==> config.mk <==
export PLATFORM = sky130hd
export DESIGN_NAME = alu_seq16
export DESIGN_NICKNAME = d
export VERILOG_FILES = /design/src/rtl/alu_seq16_pkg.sv /design/src/rtl/alu_seq16_alu.sv /design/src/rtl/alu_seq16.sv
export SDC_FILE = /design/constraint.sdc
export NUM_CORES = 1
export LEC_CHECK = 0
export CORE_UTILIZATION = 50
export CTS_CLUSTER_DIAMETER = 30
export DETAILED_ROUTE_END_ITERATION = 6
export PLACE_DENSITY = 0.75
export SYNTH_ARGS = -nofsm -noshare
export SYNTH_HDL_FRONTEND = slang
export SYNTH_SLANG_ARGS = --single-unit
export TNS_END_PERCENT = 50
==> constraint.sdc <==
create_clock -name clk -period 4.21 [get_ports clk]
set_clock_uncertainty 0.15 [all_clocks]
set_input_delay 0.842 -clock clk [delete_from_list [all_inputs] [get_ports clk]]
set_output_delay 0.842 -clock clk [all_outputs]
set_load 0.03 [all_outputs]
==> src/rtl/alu_seq16_pkg.sv <==
// Shared definitions for the two-beat 16-bit ALU sequencer.
// Contents: 8-bit ALU opcodes, sequencer state type, beat-order helper.
// No ports; imported by alu_seq16 and alu_seq16_alu.
package alu_seq16_pkg;

  // 8-bit ALU opcodes. Encodings 3'd6 and 3'd7 are unassigned; the ALU
  // returns zero for them.
  localparam logic [2:0] ALU_OR  = 3'd0;
  localparam logic [2:0] ALU_AND = 3'd1;
  localparam logic [2:0] ALU_XOR = 3'd2;
  localparam logic [2:0] ALU_ADD = 3'd3;
  localparam logic [2:0] ALU_SL  = 3'd4;
  localparam logic [2:0] ALU_SR  = 3'd5;

  // Sequencer states: waiting, first byte, second byte, result held.
  typedef enum logic [1:0] {
    IDLE  = 2'd0,
    BEAT1 = 2'd1,
    BEAT2 = 2'd2,
    DONE  = 2'd3
  } seq_state_t;

  // Right shifts move bits downward, so the carry must travel from the high
  // byte into the low byte: process the high byte first for SR only.
  function automatic logic hi_byte_first(input logic [2:0] op);
    return (op == ALU_SR);
  endfunction

endpackage

==> src/rtl/alu_seq16_alu.sv <==
// 8-bit 6502-style ALU: OR/AND/XOR/ADD/SL/SR on one byte, purely combinational.
// Ports: op (opcode), a/b (byte operands), ci (carry or shift-in bit),
//        out (byte result), co (carry or shifted-out bit), vo (signed overflow, ADD only).
module alu_seq16_alu
  import alu_seq16_pkg::*;
(
  input  logic [2:0] op,
  input  logic [7:0] a,
  input  logic [7:0] b,
  input  logic       ci,
  output logic [7:0] out,
  output logic       co,
  output logic       vo
);

  logic [8:0] sum;

  always_comb begin
    sum = {1'b0, a} + {1'b0, b} + {8'd0, ci};
    out = 8'h00;
    co  = 1'b0;
    vo  = 1'b0;
    case (op)
      ALU_OR:  out = a | b;
      ALU_AND: out = a & b;
      ALU_XOR: out = a ^ b;
      ALU_ADD: begin
        out = sum[7:0];
        co  = sum[8];
        // Overflow: both operands share a sign the result does not.
        vo  = (a[7] == b[7]) && (sum[7] != a[7]);
      end
      ALU_SL: begin
        out = {a[6:0], ci};
        co  = a[7];
      end
      ALU_SR: begin
        out = {ci, a[7:1]};
        co  = a[0];
      end
      default: begin
        out = 8'h00;
        co  = 1'b0;
        vo  = 1'b0;
      end
    endcase
  end

endmodule

==> src/rtl/alu_seq16.sv <==
// Two-beat 16-bit ALU sequencer around one 8-bit ALU, with carry chained between beats
// and an optional single-beat ADD when the high byte cannot change (no page cross).
// Ports: req_* valid/ready request (op, a, b, ci, invb, skip); rsp_* valid/ready result
//        (out, c, v, z, n, beats). One op in flight; the result is held until rsp_ready.
module alu_seq16
  import alu_seq16_pkg::*;
#(
  parameter bit SKIP_EN = 1'b1
) (
  input  logic        clk,
  input  logic        rst_n,
  input  logic        req_valid,
  output logic        req_ready,
  input  logic [2:0]  req_op,
  input  logic [15:0] req_a,
  input  logic [15:0] req_b,
  input  logic        req_ci,
  input  logic        req_invb,
  input  logic        req_skip,
  output logic        rsp_valid,
  input  logic        rsp_ready,
  output logic [15:0] rsp_out,
  output logic        rsp_c,
  output logic        rsp_v,
  output logic        rsp_z,
  output logic        rsp_n,
  output logic [1:0]  rsp_beats
);

  seq_state_t  state_q, state_d;

  // Latched request. b_q already holds ~b for subtract.
  logic [2:0]  op_q, op_d;
  logic [15:0] a_q, a_d;
  logic [15:0] b_q, b_d;
  logic        ci_q, ci_d;
  logic        skip_q, skip_d;

  // First-beat byte result and its carry, consumed by the second beat.
  logic [7:0]  byte_q, byte_d;
  logic        carry_q, carry_d;

  logic        req_ready_q, req_ready_d;
  logic        rsp_valid_q, rsp_valid_d;
  logic [15:0] rsp_out_q, rsp_out_d;
  logic        rsp_c_q, rsp_c_d;
  logic        rsp_v_q, rsp_v_d;
  logic        rsp_z_q, rsp_z_d;
  logic        rsp_n_q, rsp_n_d;
  logic [1:0]  rsp_beats_q, rsp_beats_d;

  logic        second_beat;
  logic        sel_hi;
  logic [7:0]  alu_a, alu_b;
  logic        alu_ci;
  logic [7:0]  alu_out;
  logic        alu_co;
  logic        alu_vo;
  logic [15:0] full_res;
  logic [15:0] skip_res;

  // Byte steering: the ALU sees the high byte when exactly one of
  // "this op goes high-first" and "this is the second beat" holds.
  always_comb begin
    second_beat = (state_q == BEAT2);
    sel_hi      = hi_byte_first(op_q) ^ second_beat;
    alu_a       = sel_hi ? a_q[15:8] : a_q[7:0];
    alu_b       = sel_hi ? b_q[15:8] : b_q[7:0];
    alu_ci      = second_beat ? carry_q : ci_q;
  end

  alu_seq16_alu u_alu (
    .op  (op_q),
    .a   (alu_a),
    .b   (alu_b),
    .ci  (alu_ci),
    .out (alu_out),
    .co  (alu_co),
    .vo  (alu_vo)
  );

  // Result assembly for the two-beat and the skipped paths.
  always_comb begin
    full_res = hi_byte_first(op_q) ? {byte_q, alu_out} : {alu_out, byte_q};
    // With no low-byte carry and a zero high byte of b, the high byte of
    // the sum is just a's high byte.
    skip_res = {a_q[15:8], alu_out};
  end

  always_comb begin
    state_d     = state_q;
    op_d        = op_q;
    a_d         = a_q;
    b_d         = b_q;
    ci_d        = ci_q;
    skip_d      = skip_q;
    byte_d      = byte_q;
    carry_d     = carry_q;
    req_ready_d = req_ready_q;
    rsp_valid_d = rsp_valid_q;
    rsp_out_d   = rsp_out_q;
    rsp_c_d     = rsp_c_q;
    rsp_v_d     = rsp_v_q;
    rsp_z_d     = rsp_z_q;
    rsp_n_d     = rsp_n_q;
    rsp_beats_d = rsp_beats_q;

    case (state_q)
      IDLE: begin
        if (req_valid && req_ready_q) begin
          state_d     = BEAT1;
          req_ready_d = 1'b0;
          op_d        = req_op;
          a_d         = req_a;
          b_d         = (req_invb && (req_op == ALU_ADD)) ? ~req_b : req_b;
          ci_d        = req_ci;
          // Qualify the skip hint once here so the beat logic only needs
          // the low-byte carry to decide.
          skip_d      = req_skip && (req_op == ALU_ADD) && !req_invb &&
                        (req_b[15:8] == 8'h00);
        end
      end

      BEAT1: begin
        byte_d  = alu_out;
        carry_d = alu_co;
        if (SKIP_EN && skip_q && !alu_co) begin
          state_d     = DONE;
          rsp_valid_d = 1'b1;
          rsp_out_d   = skip_res;
          rsp_c_d     = 1'b0;
          rsp_v_d     = 1'b0;
          rsp_z_d     = (skip_res == 16'h0000);
          rsp_n_d     = skip_res[15];
          rsp_beats_d = 2'd1;
        end else begin
          state_d = BEAT2;
        end
      end

      BEAT2: begin
        state_d     = DONE;
        rsp_valid_d = 1'b1;
        rsp_out_d   = full_res;
        rsp_c_d     = alu_co;
        // For ADD the second beat is the high byte, so its overflow is the
        // 16-bit signed overflow.
        rsp_v_d     = (op_q == ALU_ADD) ? alu_vo : 1'b0;
        rsp_z_d     = (full_res == 16'h0000);
        rsp_n_d     = full_res[15];
        rsp_beats_d = 2'd2;
      end

      DONE: begin
        if (rsp_ready) begin
          state_d     = IDLE;
          rsp_valid_d = 1'b0;
          req_ready_d = 1'b1;
        end
      end

      default: begin
        state_d     = IDLE;
        rsp_valid_d = 1'b0;
        req_ready_d = 1'b1;
      end
    endcase
  end

  always_ff @(posedge clk or negedge rst_n) begin
    if (!rst_n) begin
      state_q     <= IDLE;
      op_q        <= 3'd0;
      a_q         <= 16'h0000;
      b_q         <= 16'h0000;
      ci_q        <= 1'b0;
      skip_q      <= 1'b0;
      byte_q      <= 8'h00;
      carry_q     <= 1'b0;
      req_ready_q <= 1'b1;
      rsp_valid_q <= 1'b0;
      rsp_out_q   <= 16'h0000;
      rsp_c_q     <= 1'b0;
      rsp_v_q     <= 1'b0;
      rsp_z_q     <= 1'b0;
      rsp_n_q     <= 1'b0;
      rsp_beats_q <= 2'd0;
    end else begin
      state_q     <= state_d;
      op_q        <= op_d;
      a_q         <= a_d;
      b_q         <= b_d;
      ci_q        <= ci_d;
      skip_q      <= skip_d;
      byte_q      <= byte_d;
      carry_q     <= carry_d;
      req_ready_q <= req_ready_d;
      rsp_valid_q <= rsp_valid_d;
      rsp_out_q   <= rsp_out_d;
      rsp_c_q     <= rsp_c_d;
      rsp_v_q     <= rsp_v_d;
      rsp_z_q     <= rsp_z_d;
      rsp_n_q     <= rsp_n_d;
      rsp_beats_q <= rsp_beats_d;
    end
  end

  assign req_ready = req_ready_q;
  assign rsp_valid = rsp_valid_q;
  assign rsp_out   = rsp_out_q;
  assign rsp_c     = rsp_c_q;
  assign rsp_v     = rsp_v_q;
  assign rsp_z     = rsp_z_q;
  assign rsp_n     = rsp_n_q;
  assign rsp_beats = rsp_beats_q;

endmodule

==> flow_summary.json, run 1 <==
{
  "crit_fanout": 27,
  "holdPathStages": 1,
  "reg2reg_depth": 16,
  "async_reset_ff_share_pct": 100,
  "period_needed_ps": 4070,
  "synth-edff-count": 0,
  "r2r_slack_ps": 140,
  "yosysTopAreaCellShare_pct": 38.0,
  "ys.flop_type": "dfrtp_1",
  "max_cap_violations": 0,
  "synth-seq-area-share_pct": 38.6,
  "drc": 5,
  "critPathMostFrequentCell": "ha_2",
  "syn-num-nets": 555,
  "yosysTopAreaCell": "dfrtp_1",
  "die_area_um2": 9600,
  "dp_hpwl_um": 9000,
  "crit_path_end_kind": "register",
  "min_path_type": "reg2reg",
  "synth_warnings": 0,
  "coreArea_um2": 8810,
  "worstSetupPathType": "reg2reg",
  "synth-compound-area-share_pct": 17.5,
  "seq_area_um2": 1780,
  "status": "finished, violations left",
  "worstMarginPinSlew_ps": 1070,
  "clk_pin_slew_ps": 90,
  "placed_cells": 661,
  "synthTopCellsByArea": "dfrtp_1 38%, mux2_2 8.3%, ha_1 5.7%, o21ai_0 5.3%, nand2_1 4.6%",
  "setup_violations": 0,
  "slew_viol_final": 0,
  "antenna_left": 0,
  "crit_arrival_ps": 4190,
  "min_from": "rsp_out[5]$_DFFE_PN0P_",
  "violations": "DRC",
  "yosys.area_share.adder_pct": 6.14,
  "grt_max_degree": 49,
  "start_util_pct": 52.3,
  "hold_buffers": 0,
  "grt_remaining_overflow": 0,
  "htreeDepth": 3,
  "clock_sinks": 71,
  "reg2reg_to": "rsp_c$_DFFE_PN0P_",
  "period_share_pct": 96.7,
  "vias_per_cell": 5.88,
  "path_cells": "inv_2 > ha_2 > xor2_4 > mux2i_4 > xor2_1 > ha_2 > o21bai_1 > fa_1 > a211oi_2 > o211ai_1 > a31o_2 > a21oi_2 > nand2_2 > a21bo_4 > buf_6 > o31ai_2",
  "die_h_um": 98.0,
  "postLayoutCoreUtil_pct": 65.5,
  "wl_per_cell_um": 17.9,
  "area_growth_pct": 25.2,
  "dr.pass1.iters": 7,
  "synthSimpleGateAreaFrac_pct": 14.8,
  "port_buffers": 65,
  "vias": 4001,
  "first_iter_violations": 353,
  "io_pins": 66,
  "finalNetCount": 631,
  "n_fill_cell": 730,
  "synth_mux_area_share_pct": 13.7,
  "clk_path_buf_depth": 2,
  "timing.fmax_mhz": 246,
  "grtUsageTotal_pct": 26.4,
  "grt_first_pass_wirelength_um": 19800,
  "clk_latency_ps": 350,
  "hold_violations": 0,
  "syn_avg_cell_area_um2": 9.38,
  "gp_congestion": 0.989,
  "relSlewSlack_pct": 28.6,
  "critPathMaxStageDelay_ps": 420,
  "synth_cell_types": 64,
  "rsz0062_at_grt": "no",
  "synth_xor_area_share_pct": 5.00,
  "grt_pass1_vias": 3913,
  "synth_top_family_by_area": "compound AO/OA/AOI/OAI gates",
  "multi_input_area_um2": 2690,
  "crit_required_ps": 4330,
  "start_kind": "register",
  "die_x_um": 98.0,
  "antenna_found_initial": 0,
  "final_layout_size_suffix_gt1_share_pct": 16.6,
  "num_rows": 34,
  "crit-reg2reg-launch": "state_q[0]$_DFFE_PN0P_",
  "root_buffer": "clkbuf_8",
  "slowest_stage": "dfrtp_1",
  "synth_seq_cells": 71,
  "cts_tree": "built",
  "synthesis.area_um2": 4610,
  "antenna_cells": 0,
  "cts_buffers": 9,
  "netlist_instances": 491,
  "drt_wl_total_um": 12200,
  "min_to": "rsp_out[5]$_DFFE_PN0P_",
  "instances_no_fill": 680
}
==> sequential cells by signal (all words and copies together), names as in the netlist, 2 cells and up <==
| register | cells |
|---|---|
| a_q | 16 |
| rsp_out | 16 |
| byte_q | 8 |
| rsp_beats | 2 |
| op_q | 3 |
| state_q | 2 |
| b_q | 16 |
==> layout by cell type, fill, tap and decap left out, types with 2 or more instances in the layout <==
| master | n |
|---|---|
| dfrtp_1 | 70 |
| clkdlybuf4s50_1 | 64 |
| nand2_1 | 56 |
| o21ai_0 | 48 |
| mux2_2 | 34 |
| nor2_1 | 34 |
| a21oi_1 | 26 |
| buf_4 | 22 |
| inv_1 | 21 |
| mux2i_1 | 20 |
| ha_1 | 19 |
| xor2_1 | 18 |
| a211oi_1 | 10 |
| clkbuf_8 | 9 |
| nor3_1 | 8 |
| nor2b_1 | 7 |
| a21o_1 | 7 |
| nand2b_1 | 7 |
| nor4_1 | 4 |
| o21ai_1 | 4 |
| nand3_1 | 4 |
| o211ai_1 | 4 |
| nand4_1 | 3 |
| and3_1 | 3 |
| nand3b_1 | 3 |
| a32oi_1 | 3 |
| bufinv_16 | 3 |
| inv_2 | 2 |
| mux2i_4 | 2 |
| nor4b_1 | 2 |
| o21a_1 | 2 |
| and4_1 | 2 |
| a211oi_2 | 2 |
| o22ai_1 | 2 |
| a211o_1 | 2 |
| xnor2_1 | 2 |
| a311oi_1 | 2 |
| ha_2 | 2 |
| clkinv_4 | 2 |
==> routing by layer <==
metal | vias to the layer above | wire length (um) | track usage, %
met5 | - | 0 | 0
met4 | 0 | 199 | 8.28
met3 | 18 | 938 | 4.44
met2 | 179 | 5700 | 41.8
met1 | 1899 | 5360 | 36.9
li1 | 1905 | - | -
==> timing repair <==
item / 4_1_cts / 5_1_grt
setup endpoints to repair: 1 / 17
gates cloned: 0 / 1
gates resized for setup: 2 / 6
pin swaps: 0 / 5
buffers inserted: 0 / 2
==> logic make-up (layout without fill, tap and decap cells) <==
group,count (synthesis),count (layout)
adder cells (fa/ha/maj),22,22
AO/OA/AOI/OAI,130,131
flip-flops,71,71
multiplexers,57,57
buffers and inverters,47,127
XOR/XNOR,22,22
AND/OR/NAND/NOR,142,142
==> worst max-delay path: cells and delay by family, from the launching register on <==
family / cells / cell delay (ps)
AOI/OAI and AO/OA: 7 / 1520
adders and majority gates: 3 / 890
DFF: 1 / 420
xor gates and xnor gates: 2 / 320
buffers and inverters: 2 / 290
muxes: 1 / 270
and+or+nand+nor: 1 / 120
==> worst max path at each step <==
stage               slack [ps]              startpoint                 endpoint  depth (start not counted)
floorplan                   30  state_q[0]$_DFFE_PN0P_  rsp_out[11]$_DFFE_PN0P_                         19
global placement           160  state_q[0]$_DFFE_PN0P_        rsp_c$_DFFE_PN0P_                         16
detailed placement         -40  state_q[0]$_DFFE_PN0P_  rsp_out[10]$_DFFE_PN0P_                         16
CTS                         50  state_q[0]$_DFFE_PN0P_  rsp_out[10]$_DFFE_PN0P_                         17
global route               0.5  state_q[0]$_DFFE_PN0P_        rsp_c$_DFFE_PN0P_                         18
finish                     140  state_q[0]$_DFFE_PN0P_        rsp_c$_DFFE_PN0P_                         16
==> cells in the mapped netlist, drive strengths merged, types with 9 or more instances <==
| library cell | instances |
|---|---|
| dfrtp | 70 |
| mux2 | 34 |
| clkbuf | 17 |
| xor2 | 19 |
| nand2 | 57 |
| nor3 | 9 |
| a211oi | 12 |
| inv | 23 |
| ha | 21 |
| o21ai | 52 |
| nor2 | 34 |
| a21oi | 27 |
| mux2i | 22 |
==> stage by stage <==
stage | cell area (um^2) | setup WS [ps] | setup TNS [ps] | hold slack, ps
3_5_place_dp | 5470 | -36.3 | -36.3 | 316
2_1_floorplan | 4640 | 27.0 | 0 | 294
3_3_place_gp | 5470 | 156 | 0 | 309
4_1_cts | 5720 | 51.8 | 0 | 335
5_1_grt | 5770 | 0.521 | 0 | 350
6_report | 5770 | 140 | 0 | 328
==> area by class of cell <==
cell class                      instances  area share [%]
Clock buffer                            9            2.15
Inverter                               23            1.50
Sequential cell                        71            30.8
Timing Repair Buffer                   88            14.3
Clock inverter                          7            2.21
Multi-Input combinational cell        374            46.7
Tap cell                              108            2.34
Power of run 1 is not shown: default switching activity piles up to over one toggle a cycle in this logic, so the estimate is an artifact.
==> inputs of run 2 (changes only) <==
--- a/config.mk
+++ b/config.mk
@@ -5,10 +5,12 @@
 export SDC_FILE = /design/constraint.sdc
 export NUM_CORES = 1
 export LEC_CHECK = 0
+export CORE_MARGIN = 1.5
 export CORE_UTILIZATION = 50
+export CTS_BUF_LIST = sky130_fd_sc_hd__clkbuf_8
 export CTS_CLUSTER_DIAMETER = 30
 export DETAILED_ROUTE_END_ITERATION = 6
-export PLACE_DENSITY = 0.75
+export PLACE_DENSITY = 0.77
 export SYNTH_ARGS = -nofsm -noshare
 export SYNTH_HDL_FRONTEND = slang
 export SYNTH_SLANG_ARGS = --single-unit
==> flow_summary.json, run 2 (synthesis results as in run 1) <==
{
  "n_fill_cell": 732,
  "coreArea_um2": 8810,
  "die_x_um": 99.0,
  "crit_fanout": 11,
  "start_kind": "register",
  "setup_violations": 0,
  "multi_input_area_um2": 2740,
  "period_share_pct": 95.1,
  "vias": 3952,
  "worstSetupPathType": "reg2reg",
  "vias_per_cell": 5.82,
  "io_pins": 66,
  "holdPathStages": 1,
  "dp_hpwl_um": 8780,
  "cp_num_buf_inv": 3,
  "die_h_um": 99.0,
  "min_path_type": "reg2reg",
  "grt_remaining_overflow": 0,
  "cts_buffers": 9,
  "grt_pass1_vias": 3815,
  "grtUsageTotal_pct": 25.1,
  "critPathMostFrequentCell": "ha_2",
  "slew_viol_final": 0,
  "crit_required_ps": 4300,
  "wl_per_cell_um": 17.5,
  "root_buffer": "clkbuf_8",
  "dr.pass1.iters": 7,
  "cts_tree": "built",
  "postLayoutCoreUtil_pct": 65.2,
  "final_layout_size_suffix_gt1_share_pct": 17.3,
  "drc": 5,
  "port_buffers": 65,
  "max_cap_violations": 0,
  "drt_wl_total_um": 11900,
  "clk_latency_ps": 350,
  "area_growth_pct": 24.6,
  "grt_first_pass_wirelength_um": 19400,
  "htreeDepth": 3,
  "path_cells": "inv_4 > ha_2 > inv_2 > xnor2_4 > mux2i_4 > xor2_1 > ha_2 > o21bai_1 > fa_2 > a211oi_2 > o211ai_1 > a31o_2 > a21oi_4 > nand2_4 > a21bo_4 > buf_4 > a21o_1",
  "relSlewSlack_pct": 35.7,
  "antenna_found_initial": 0,
  "crit_family": "compound AO/OA/AOI/OAI gates",
  "antenna_cells": 0,
  "holdWs_ps": 331,
  "hold_violations": 0,
  "first_iter_violations": 356,
  "start_util_pct": 52.3,
  "reg2reg_depth": 17,
  "finalNetCount": 630,
  "critical_path_depth": 17,
  "worstMarginPinSlew_ps": 964,
  "seq_area_um2": 1780,
  "status": "finished, violations left",
  "clock_sinks": 71,
  "period_needed_ps": 4000,
  "critPathMaxStageDelay_ps": 450,
  "layout_commonest_cell": "dfrtp_1",
  "crit_path_end_kind": "register",
  "clk_pin_slew_ps": 80,
  "clk_path_buf_depth": 2,
  "timing.fmax_mhz": 250,
  "num_rows": 34,
  "antenna_left": 0,
  "grt_max_degree": 44,
  "crit_arrival_ps": 4100,
  "gp_congestion": 0.985,
  "violations": "DRC",
  "die_area_um2": 9800,
  "final_cell_mix": "69 x dfrtp_1, 64 x clkdlybuf4s50_1, 56 x nand2_1",
  "slowest_stage": "dfrtp_2"
}
## run 2: cell count changes in the layout (fill, tap and decap cells not counted), moves of 2 or more
cell,change
a211oi_1,-2
a211oi_2,+2
bufinv_16,-2
clkinv_4,-2
clkinvlp_4,+2
## run 2: area by class of cell
class                      instances  share of cell area (%)
multi-input combinational        375                    47.7
sequential                        71                    31.0
timing repair buffer              86                    14.0
tap                              108                    2.36
clock buffer                       9                    2.16
inverter                          23                    1.55
clock inverter                     7                    1.24
## run 2: repair_timing
action / CTS / global route
hold buffers: 0 / 0
cloned: 0 / 2
pin swaps: 0 / 1
setup buffers: 0 / 2
gates resized for setup: 1 / 13
setup endpoints to repair: 8 / 22
## run 2: per-layer routing
| layer | share of wire [%] | global-route usage (%) | vias to the layer above |
|---|---|---|---|
| met2 | 47 | 40.2 | 152 |
| li1 | - | - | 1917 |
| met3 | 6.3 | 4.26 | 22 |
| met5 | 0 | 0 | - |
| met4 | 1.7 | 8.35 | 0 |
| met1 | 45 | 34.8 | 1861 |
## run 2: stage by stage
step | area (um^2) | setup slack, ps | instances | TNS [ps]
CTS | 5660 | 11.1 | 675 | 0
global route | 5740 | -18.1 | 679 | -20.5
detailed placement | 5460 | -36.2 | 659 | -49.4
global placement | 5460 | 116 | 659 | 0
floorplan | 4640 | 27.0 | 491 | 0
finish | 5740 | 207 | 679 | 0
## run 2: worst paths after layout
check	from	to	slack, ps
setup reg to reg	state_q[0]$_DFFE_PN0P_	rsp_out[13]$_DFFE_PN0P_	210
setup / recovery	state_q[0]$_DFFE_PN0P_	rsp_out[13]$_DFFE_PN0P_	210
max in group asynchronous	rst_n	b_q[14]$_DFFE_PN0P_	2480
hold reg to reg	rsp_out[7]$_DFFE_PN0P_	rsp_out[7]$_DFFE_PN0P_	330
hold / removal	rsp_out[7]$_DFFE_PN0P_	rsp_out[7]$_DFFE_PN0P_	330
min in group asynchronous	rst_n	rsp_v$_DFFE_PN0P_	480
Power of run 2 is left out for the same reason.
==> inputs of run 3 (changes only) <==
--- a/config.mk
+++ b/config.mk
@@ -11,6 +11,7 @@
 export CTS_CLUSTER_DIAMETER = 30
 export DETAILED_ROUTE_END_ITERATION = 6
 export PLACE_DENSITY = 0.77
+export REMOVE_ABC_BUFFERS = 1
 export SYNTH_ARGS = -nofsm -noshare
 export SYNTH_HDL_FRONTEND = slang
 export SYNTH_SLANG_ARGS = --single-unit
==> flow_summary.json, run 3 (synthesis results as in run 1) <==
{
  "clock_sinks": 71,
  "port_buffers": 65,
  "setup_violations": 0,
  "status": "finished, violations left",
  "start_util_pct": 52.3,
  "holdWs_ps": 328,
  "worstSetupPathType": "reg2reg",
  "die_x_um": 99.0,
  "wl_per_cell_um": 16.6,
  "drt_wl_total_um": 11400,
  "antenna_found_initial": 0,
  "worstMarginPinSlew_ps": 832,
  "crit_fanout": 12,
  "root_buffer": "clkbuf_8",
  "relSlewSlack_pct": 44.6,
  "max_cap_violations": 0,
  "crit_path_end_kind": "register",
  "clk_latency_ps": 360,
  "first_iter_violations": 160,
  "violations": "DRC",
  "vias": 4003,
  "grt_first_pass_wirelength_um": 18900,
  "area_growth_pct": 24.6,
  "dr.pass1.iters": 6,
  "period_share_pct": 96.0,
  "final_cell_mix": "70 x dfrtp_1, 64 x clkdlybuf4s50_1, 56 x nand2_1",
  "clk_pin_slew_ps": 80,
  "num_rows": 34,
  "layout_commonest_cell": "dfrtp_1",
  "crit_required_ps": 4300,
  "grt_max_degree": 49,
  "instances_no_fill": 687,
  "coreArea_um2": 8810,
  "antenna_left": 0,
  "dp_hpwl_um": 8680,
  "clk_path_buf_depth": 2,
  "setup_tns_ps": 0,
  "io_pins": 66,
  "finalNetCount": 638,
  "min_path_type": "reg2reg",
  "drc": 5,
  "hold_violations": 0,
  "final_layout_size_suffix_gt1_share_pct": 16.9,
  "slew_viol_final": 0,
  "cts_buffers": 9,
  "htreeDepth": 3,
  "grt_remaining_overflow": 0,
  "crit_arrival_ps": 4130,
  "period_needed_ps": 4040,
  "grtUsageTotal_pct": 24.2,
  "vias_per_cell": 5.83,
  "grt_pass1_vias": 3838,
  "postLayoutCoreUtil_pct": 65.2,
  "timing.fmax_mhz": 248,
  "hold_buffers": 0,
  "cts_tree": "built",
  "die_h_um": 99.0,
  "antenna_cells": 0,
  "placed_cells": 669,
  "gp_congestion": 0.916,
  "die_area_um2": 9800,
  "start_kind": "register"
}
==> run 3: cell count changes in the layout (fill, tap and decap cells not counted), sizes merged <==
cell	before	now
a21bo	3	2
buf	22	31
clkbuf	9	10
clkinv	1	4
clkinvlp	2	0
inv	26	24
==> run 3: stage by stage <==
step | worst slack (ps) | cell area, um^2
3_3_place_gp | 88.8 | 5500
3_5_place_dp | -39.7 | 5500
4_1_cts | 4.43 | 5710
5_1_grt | -52.2 | 5740
2_1_floorplan | -690 | 4500
6_report | 170 | 5740
==> run 3: what timing repair did <==
| item | in CTS | in global routing |
|---|---|---|
| buffers inserted | 0 | 1 |
| resized for setup | 1 | 4 |
| cloned | 0 | 1 |
| pin swaps | 0 | 2 |
| setup endpoints to repair | 15 | 21 |
==> run 3: metal layers <==
metal	vias to the layer above	track usage, %	wire length [um]
met2	145	41.3	5540
met3	31	3.97	537
met4	0	9.56	358
met5	-	0	0
met1	1907	30.7	4990
li1	1920	-	-
==> run 3: area by class of cell <==
class | count | area (um^2)
Clock buffer | 10 | 138
Clock inverter | 6 | 61.3
Fill cell | 748 | 3070
Inverter | 23 | 86.3
Multi-Input combinational cell | 374 | 2670
Sequential cell | 71 | 1780
Tap cell | 108 | 135
Timing Repair Buffer | 95 | 871
==> run 3: path summary, 6_finish.rpt <==
| path | start | endpoint | slack (ps) | cells after the start |
|---|---|---|---|---|
| worst max-delay path | state_q[0]$_DFFE_PN0P_ | rsp_out[12]$_DFFE_PN0P_ | 170 | 18 |
| worst max register to register | state_q[0]$_DFFE_PN0P_ | rsp_out[12]$_DFFE_PN0P_ | 170 | 18 |
| worst min-delay path | b_q[3]$_DFFE_PN0P_ | b_q[3]$_DFFE_PN0P_ | 330 | 2 |
| worst min register to register | b_q[3]$_DFFE_PN0P_ | b_q[3]$_DFFE_PN0P_ | 330 | 2 |
| min in group asynchronous | rst_n | rsp_out[2]$_DFFE_PN0P_ | 380 | 1 |
| max in group asynchronous | rst_n | req_ready$_DFFE_PN1P_ | 2550 | 2 |
==> run 3: critical path, stage by stage (launching register included) <==
cell and delay [ps]:
dfrtp_1 390, inv_1 110, ha_1 210, inv_2 80
xnor2_4 190, mux2i_2 270, xor2_1 120, ha_1 220
o21bai_1 160, fa_1 410, a211oi_2 280, o211ai_1 140
a31o_2 260, a21oi_2 170, nand2_2 110, a21bo_4 290
buf_4 190, nand2_1 70, o21ai_0 80
Power of run 3 is left out for the same reason.
